--- src/rtl/sync_fifo_thr_if.sv ---
// Handshake and status bundle between a producer/consumer and sync_fifo_thr.
// The master side drives requests and data; the slave side is the FIFO itself.
interface sync_fifo_thr_if #(
  parameter int DATA_WIDTH = 32,
  parameter int DEPTH      = 16
);
  localparam int CW = $clog2(DEPTH) + 1;

  logic                  flush;
  logic                  clr_err;
  logic [DATA_WIDTH-1:0] datain;
  logic                  w_en;
  logic                  r_en;
  logic [DATA_WIDTH-1:0] dataout;
  logic                  full;
  logic                  empty;
  logic                  almost_full;
  logic                  almost_empty;
  logic [CW-1:0]         count;
  logic                  overflow;
  logic                  underflow;

  modport master (
    output flush, clr_err, datain, w_en, r_en,
    input  dataout, full, empty, almost_full, almost_empty, count, overflow, underflow
  );

  modport slave (
    input  flush, clr_err, datain, w_en, r_en,
    output dataout, full, empty, almost_full, almost_empty, count, overflow, underflow
  );
endinterface

--- src/rtl/sync_fifo_thr.sv ---
// Synchronous FIFO with registered or fall-through read, occupancy thresholds,
// read-while-full pass-through, sticky overflow/underflow flags and flush.
module sync_fifo_thr #(
  parameter int DATA_WIDTH = 32,
  parameter int DEPTH      = 16,
  parameter int FWFT       = 0,
  parameter int AF_LEVEL   = DEPTH - 2,
  parameter int AE_LEVEL   = 2
) (
  input  logic               clk,
  input  logic               reset,
  sync_fifo_thr_if.slave     bus
);
  localparam int AW = $clog2(DEPTH);
  localparam int CW = AW + 1;

  logic [DATA_WIDTH-1:0] r_mem [DEPTH];
  logic [AW:0]           r_wrPtr;
  logic [AW:0]           r_rdPtr;
  logic                  r_overflow;
  logic                  r_underflow;

  logic [CW-1:0]         w_count;
  logic                  w_empty;
  logic                  w_full;
  logic                  w_rdAcc;
  logic                  w_wrAcc;

  // Extra wrap bit on the pointers makes the difference the true occupancy.
  assign w_count = r_wrPtr - r_rdPtr;
  assign w_empty = (w_count == '0);
  assign w_full  = (w_count == CW'(DEPTH));
  assign w_rdAcc = bus.r_en & ~w_empty;
  assign w_wrAcc = bus.w_en & (~w_full | w_rdAcc);

  always_ff @(posedge clk) begin
    if (reset || bus.flush) begin
      r_wrPtr <= '0;
      r_rdPtr <= '0;
    end else begin
      if (w_wrAcc) r_wrPtr <= r_wrPtr + 1'b1;
      if (w_rdAcc) r_rdPtr <= r_rdPtr + 1'b1;
    end
  end

  always_ff @(posedge clk) begin
    if (!reset && !bus.flush && w_wrAcc)
      r_mem[r_wrPtr[AW-1:0]] <= bus.datain;
  end

  // A new error event wins over a same-cycle clear request.
  always_ff @(posedge clk) begin
    if (reset || bus.flush) begin
      r_overflow  <= 1'b0;
      r_underflow <= 1'b0;
    end else begin
      r_overflow  <= (bus.w_en & ~w_wrAcc) | (r_overflow & ~bus.clr_err);
      r_underflow <= (bus.r_en & w_empty) | (r_underflow & ~bus.clr_err);
    end
  end

  generate
    if (FWFT != 0) begin : g_fwft
      assign bus.dataout = w_empty ? '0 : r_mem[r_rdPtr[AW-1:0]];
    end else begin : g_regRead
      logic [DATA_WIDTH-1:0] r_dataout;
      always_ff @(posedge clk) begin
        if (reset)
          r_dataout <= '0;
        else if (!bus.flush && w_rdAcc)
          r_dataout <= r_mem[r_rdPtr[AW-1:0]];
      end
      assign bus.dataout = r_dataout;
    end
  endgenerate

  assign bus.full         = w_full;
  assign bus.empty        = w_empty;
  assign bus.almost_full  = (w_count >= CW'(AF_LEVEL));
  assign bus.almost_empty = (w_count <= CW'(AE_LEVEL));
  assign bus.count        = w_count;
  assign bus.overflow     = r_overflow;
  assign bus.underflow    = r_underflow;
endmodule

--- src/flat_wrapper.sv ---
// flat-port wrapper written by rule: the top's interface ports become plain ports
module sync_fifo_thr_flat 
#(
  parameter int DATA_WIDTH = 32,
  parameter int DEPTH      = 16,
  parameter int FWFT       = 0,
  parameter int AF_LEVEL   = DEPTH - 2,
  parameter int AE_LEVEL   = 2
)
  (clk, reset, bus_flush, bus_clr_err, bus_datain, bus_w_en, bus_r_en, bus_dataout, bus_full, bus_empty, bus_almost_full, bus_almost_empty, bus_count, bus_overflow, bus_underflow);
  sync_fifo_thr_if #(.DATA_WIDTH(DATA_WIDTH), .DEPTH(DEPTH)) bus_i ();
  input  logic clk;
  input  logic reset;
  input wire logic [$bits(bus_i.flush)-1:0] bus_flush;
  input wire logic [$bits(bus_i.clr_err)-1:0] bus_clr_err;
  input wire logic [$bits(bus_i.datain)-1:0] bus_datain;
  input wire logic [$bits(bus_i.w_en)-1:0] bus_w_en;
  input wire logic [$bits(bus_i.r_en)-1:0] bus_r_en;
  output wire logic [$bits(bus_i.dataout)-1:0] bus_dataout;
  output wire logic [$bits(bus_i.full)-1:0] bus_full;
  output wire logic [$bits(bus_i.empty)-1:0] bus_empty;
  output wire logic [$bits(bus_i.almost_full)-1:0] bus_almost_full;
  output wire logic [$bits(bus_i.almost_empty)-1:0] bus_almost_empty;
  output wire logic [$bits(bus_i.count)-1:0] bus_count;
  output wire logic [$bits(bus_i.overflow)-1:0] bus_overflow;
  output wire logic [$bits(bus_i.underflow)-1:0] bus_underflow;
  assign bus_i.flush = bus_flush;
  assign bus_i.clr_err = bus_clr_err;
  assign bus_i.datain = bus_datain;
  assign bus_i.w_en = bus_w_en;
  assign bus_i.r_en = bus_r_en;
  assign bus_dataout = bus_i.dataout;
  assign bus_full = bus_i.full;
  assign bus_empty = bus_i.empty;
  assign bus_almost_full = bus_i.almost_full;
  assign bus_almost_empty = bus_i.almost_empty;
  assign bus_count = bus_i.count;
  assign bus_overflow = bus_i.overflow;
  assign bus_underflow = bus_i.underflow;
  sync_fifo_thr #(.DATA_WIDTH(DATA_WIDTH), .DEPTH(DEPTH), .FWFT(FWFT), .AF_LEVEL(AF_LEVEL), .AE_LEVEL(AE_LEVEL)) u_core (.clk(clk), .reset(reset), .bus(bus_i));
endmodule
--- config.mk ---
export PLATFORM = sky130hd
export DESIGN_NAME = sync_fifo_thr_flat
export DESIGN_NICKNAME = d
export VERILOG_FILES = /design/src/rtl/sync_fifo_thr_if.sv /design/src/rtl/sync_fifo_thr.sv /design/src/flat_wrapper.sv
export SDC_FILE = /design/constraint.sdc
export NUM_CORES = 1
export LEC_CHECK = 0
export CAP_MARGIN = 20
export CORE_MARGIN = 3
export CORE_UTILIZATION = 60
export DETAILED_ROUTE_END_ITERATION = 7
export PLACE_DENSITY_LB_ADDON = 0.12
export REMOVE_ABC_BUFFERS = 1
export SETUP_SLACK_MARGIN = 0.02
export SLEW_MARGIN = 30
export SYNTH_ARGS = -nofsm -noshare
export SYNTH_HDL_FRONTEND = slang
export SYNTH_SLANG_ARGS = --single-unit
--- constraint.sdc ---
create_clock -name clk -period 7.1 [get_ports clk]
set_clock_uncertainty 0.1 [all_clocks]
set_input_delay 0.71 -clock clk [delete_from_list [all_inputs] [get_ports clk]]
set_output_delay 0.71 -clock clk [all_outputs]
set_load 0.03 [all_outputs]
==> results_dict.tcl <==
set metrics [dict create \
    internal_power_w 0.00552 \
    stdcell_area_sq_um 24600 \
    critPathCapture "bus_almost_empty" \
    core-area_sq_um 34700 \
    drt-total-wl_mm 42.0 \
    gp_congestion 0.728 \
    synth_ff_type "edfxtp_1" \
    syn-cell-area_sq_um 21200 \
    grt_antenna_before_repair 0 \
    placed_area_sq_um 22700 \
    busiest_layer "met2" \
    power-per-cell-area_nw_per_um2 280 \
    clk-insertion-delay-late_ns 0.57 \
    fp.dieH_microns 194 \
    async_reset_ff_share_pct 0 \
    p_seq_share_pct 52.4 \
    cts_buffers 54 \
    htree_levels 2 \
    path_clk_slew_ns 0.06 \
    end_kind "output port" \
    status "finished clean" \
    synth_area_leaders "edfxtp_1 (72%), mux4_2 (14%), dfxtp_1 (4.2%)" \
    worstPathRequired_ns 6.29 \
    grt_use_met2_pct 36.8 \
    insertedDiodeCount 0 \
    drt_first_pass_iters 5 \
    ys_warn_count 0 \
    dr_total_vias 10200 \
    viasPerCell 6.32 \
    drc 0 \
    grt_pass1_wl_mm 64.4 \
    clockPowerShare_pct 42.8 \
    pwr-share-comb_pct 4.8 \
    slowest_stage "clkdlybuf4s50_1" \
    yosysSeqAreaShare_pct 76.6 \
    path_cells "inv_2, buf_4, ha_1, nand2b_1, o2bb2ai_1, xnor2_2, inv_2, a2111oi_0, clkdlybuf4s50_1" \
    cts_buffer_depth 3 \
    syn_area_per_cell_sq_um 21.4 \
    start_kind "register" \
    grt_pass1_vias 10500 \
    start_util_pct 61.1 \
    fin_cells 1609 \
    gr-total-overflow 0 \
    grt_util_met1_pct 32.8 \
    maxSlewHeadroom_pct 29.1 \
    syn2layout_area_growth_pct 15.9 \
    die_w_microns 194 \
    r2r-start "u_core.r_rdPtr[3]$_SDFFE_PP0P_" \
    synth_top_area_share_pct 72.4 \
    wl_per_cell_microns 26.1 \
    cp_top_family "buffers and inverters" \
    synth_seq_cells 556 \
    setup_viol 0 \
    final_layout_size_suffix_gt1_share_pct 24.6 \
    grt_max_degree 70 \
    cts_resized 0 \
    synth_edf_count 512 \
    p_sw_w 0.00137 \
    fin_crit_sh_pct 72.9 \
    critical_path_buf_inv_count 4 \
    synth_cells 993 \
    yosysUniqueCellTypes 44 \
    power_leakage_nw 7.85 \
    ant_nets 0 \
    finalCriticalPeriod_ns 5.18 \
    swShare_pct 19.9 \
    nNetsFinal 1156 \
    grt_use_met3_pct 3.74 \
    path_class "reg -> out" \
    dp_hpwl_mm 22.8 \
    fmax_mhz 193 \
    die_area_sq_um 37700 \
    cts_setup_buffers 0 \
    synth_top_area_cell "edfxtp_1" \
    reg2reg_slack_ns 2.95 \
    rows 68 \
    drtIter0Drc 831 \
    grt_usage_pct 22.6 \
    startpoint "u_core.r_rdPtr[2]$_SDFFE_PP0P_" \
    placed_cells 1507 \
    path_depth 9 \
    worst_slew_pin_slew_ns 1.06 \
    timing.rr.end "u_core.r_mem[13][11]$_DFFE_PP_" \
    crit_top_cell "inv_2" \
    root_buffer "clkbuf_16" \
    drv_slew 0 \
    max_cap_viol_count 0 \
    rsz0062_at_grt "false" \
    top_level_ports 81 \
    hp-class "reg -> reg" \
    finalHoldViolCount 0 \
    clkSinkCount 556 \
    port_buffers 80 \
    holdBufCountCts 0 \
    max-vdd-ir-drop_v 0.000229 \
    critPathArrivalTime_ns 4.37 \
    critPathMaxFanout 38 \
    slowest_delay_ns 0.75 \
    cts_tree "yes" \
    worstRegToRegCells 7 \
]
## cell usage after synthesis, drive strengths merged, types with 2 or more instances
library cell / n
a32oi: 2
buf: 31
clkbuf: 25
xnor2: 3
or3: 4
nand2: 30
xor2: 2
nor2: 9
nand4: 2
mux4: 128
nor3: 10
o22ai: 32
a22o: 32
nand3b: 2
inv: 10
edfxtp: 512
a21oi: 37
mux2i: 42
a21boi: 2
dfxtp: 44
nor4: 8
a211oi: 5
ha: 9
## per-stage QoR
step | utilization (%) | TNS, ns | power (W) | worst slack [ns] | hold slack (ns)
floorplan | - | -1662.21 | 0.00389 | -3.60 | 0.381
global placement | 65.4 | 0 | 0.00401 | 2.59 | 0.362
detailed placement | 65.5 | 0 | 0.00402 | 2.51 | 0.366
CTS | 70.8 | 0 | 0.00695 | 1.92 | 0.380
global route | 70.9 | 0 | 0.00710 | 1.77 | 0.389
finish | 70.9 | 0 | 0.00689 | 1.92 | 0.380
## kinds of logic after synthesis
| kind of cell | share of synthesized area (%) |
|---|---|
| xor gates and xnor gates | 0.313 |
| AOI/OAI and AO/OA | 3.80 |
| muxes | 15.6 |
| adders and majority gates | 0.625 |
| DFF | 76.6 |
| buffers and inverters | 1.44 |
| and+or+nand+nor | 1.60 |
## worst min-delay path by stage
stage / start / endpoint / slack (ns) / cells past startpoint
final: u_core.bus.dataout[16]$_SDFFE_PP0P_ / u_core.bus.dataout[16]$_SDFFE_PP0P_ / 0.38 / 1
after global routing: u_core.bus.dataout[29]$_SDFFE_PP0P_ / u_core.bus.dataout[29]$_SDFFE_PP0P_ / 0.39 / 1
after CTS: u_core.bus.dataout[29]$_SDFFE_PP0P_ / u_core.bus.dataout[29]$_SDFFE_PP0P_ / 0.38 / 1
after detailed placement: u_core.bus.dataout[29]$_SDFFE_PP0P_ / u_core.bus.dataout[29]$_SDFFE_PP0P_ / 0.37 / 1
after global placement: u_core.bus.dataout[15]$_SDFFE_PP0P_ / u_core.bus.dataout[15]$_SDFFE_PP0P_ / 0.36 / 1
after floorplan: u_core.r_wrPtr[0]$_SDFFE_PP0N_ / u_core.r_wrPtr[0]$_SDFFE_PP0N_ / 0.38 / 2
## area by class of cell
class                           instances  area (sq um)
Multi-Input combinational cell        371          4760
Clock buffer                           66          1490
Sequential cell                       556         16300
Timing Repair Buffer                  115          1090
Inverter                               10          37.5
Tap cell                              455           569
Fill cell                            2100         10100
Clock inverter                         36           380
## sequential cells by signal, summed over array words and instances, names as in the netlist
signal,cells
u_core.bus.overflow,1
u_core.bus.dataout,32
u_core.r_mem,512
u_core.r_wrPtr,5
u_core.bus.underflow,1
u_core.r_rdPtr,5
## cell usage in the layout, fill, tap and decap left out, types with 14 or more instances in the layout
master / n
a22o_1: 30
a21oi_1: 36
dfxtp_1: 40
mux4_2: 128
buf_4: 32
edfxtp_1: 512
nand2_1: 30
clkinv_2: 14
clkdlybuf4s50_1: 80
clkbuf_16: 57
mux2i_1: 42
o22ai_1: 32
## power groups by stage
stage | logic [W] | clock network (W) | registers [W]
floorplan | 0.000171 | 0 | 0.00372
global placement | 0.000327 | 0 | 0.00368
detailed placement | 0.000335 | 0 | 0.00368
CTS | 0.000336 | 0.00300 | 0.00361
global route | 0.000356 | 0.00313 | 0.00361
finish | 0.000332 | 0.00295 | 0.00361
## layer usage
metal / vias to the layer above / part of all wire, %
met5: - / 0
met4: 0 / 1.7
met3: 56 / 5.6
met2: 332 / 50
met1: 5367 / 42
li1: 4406 / -
Note: power is estimated with default switching activity, not from simulation.
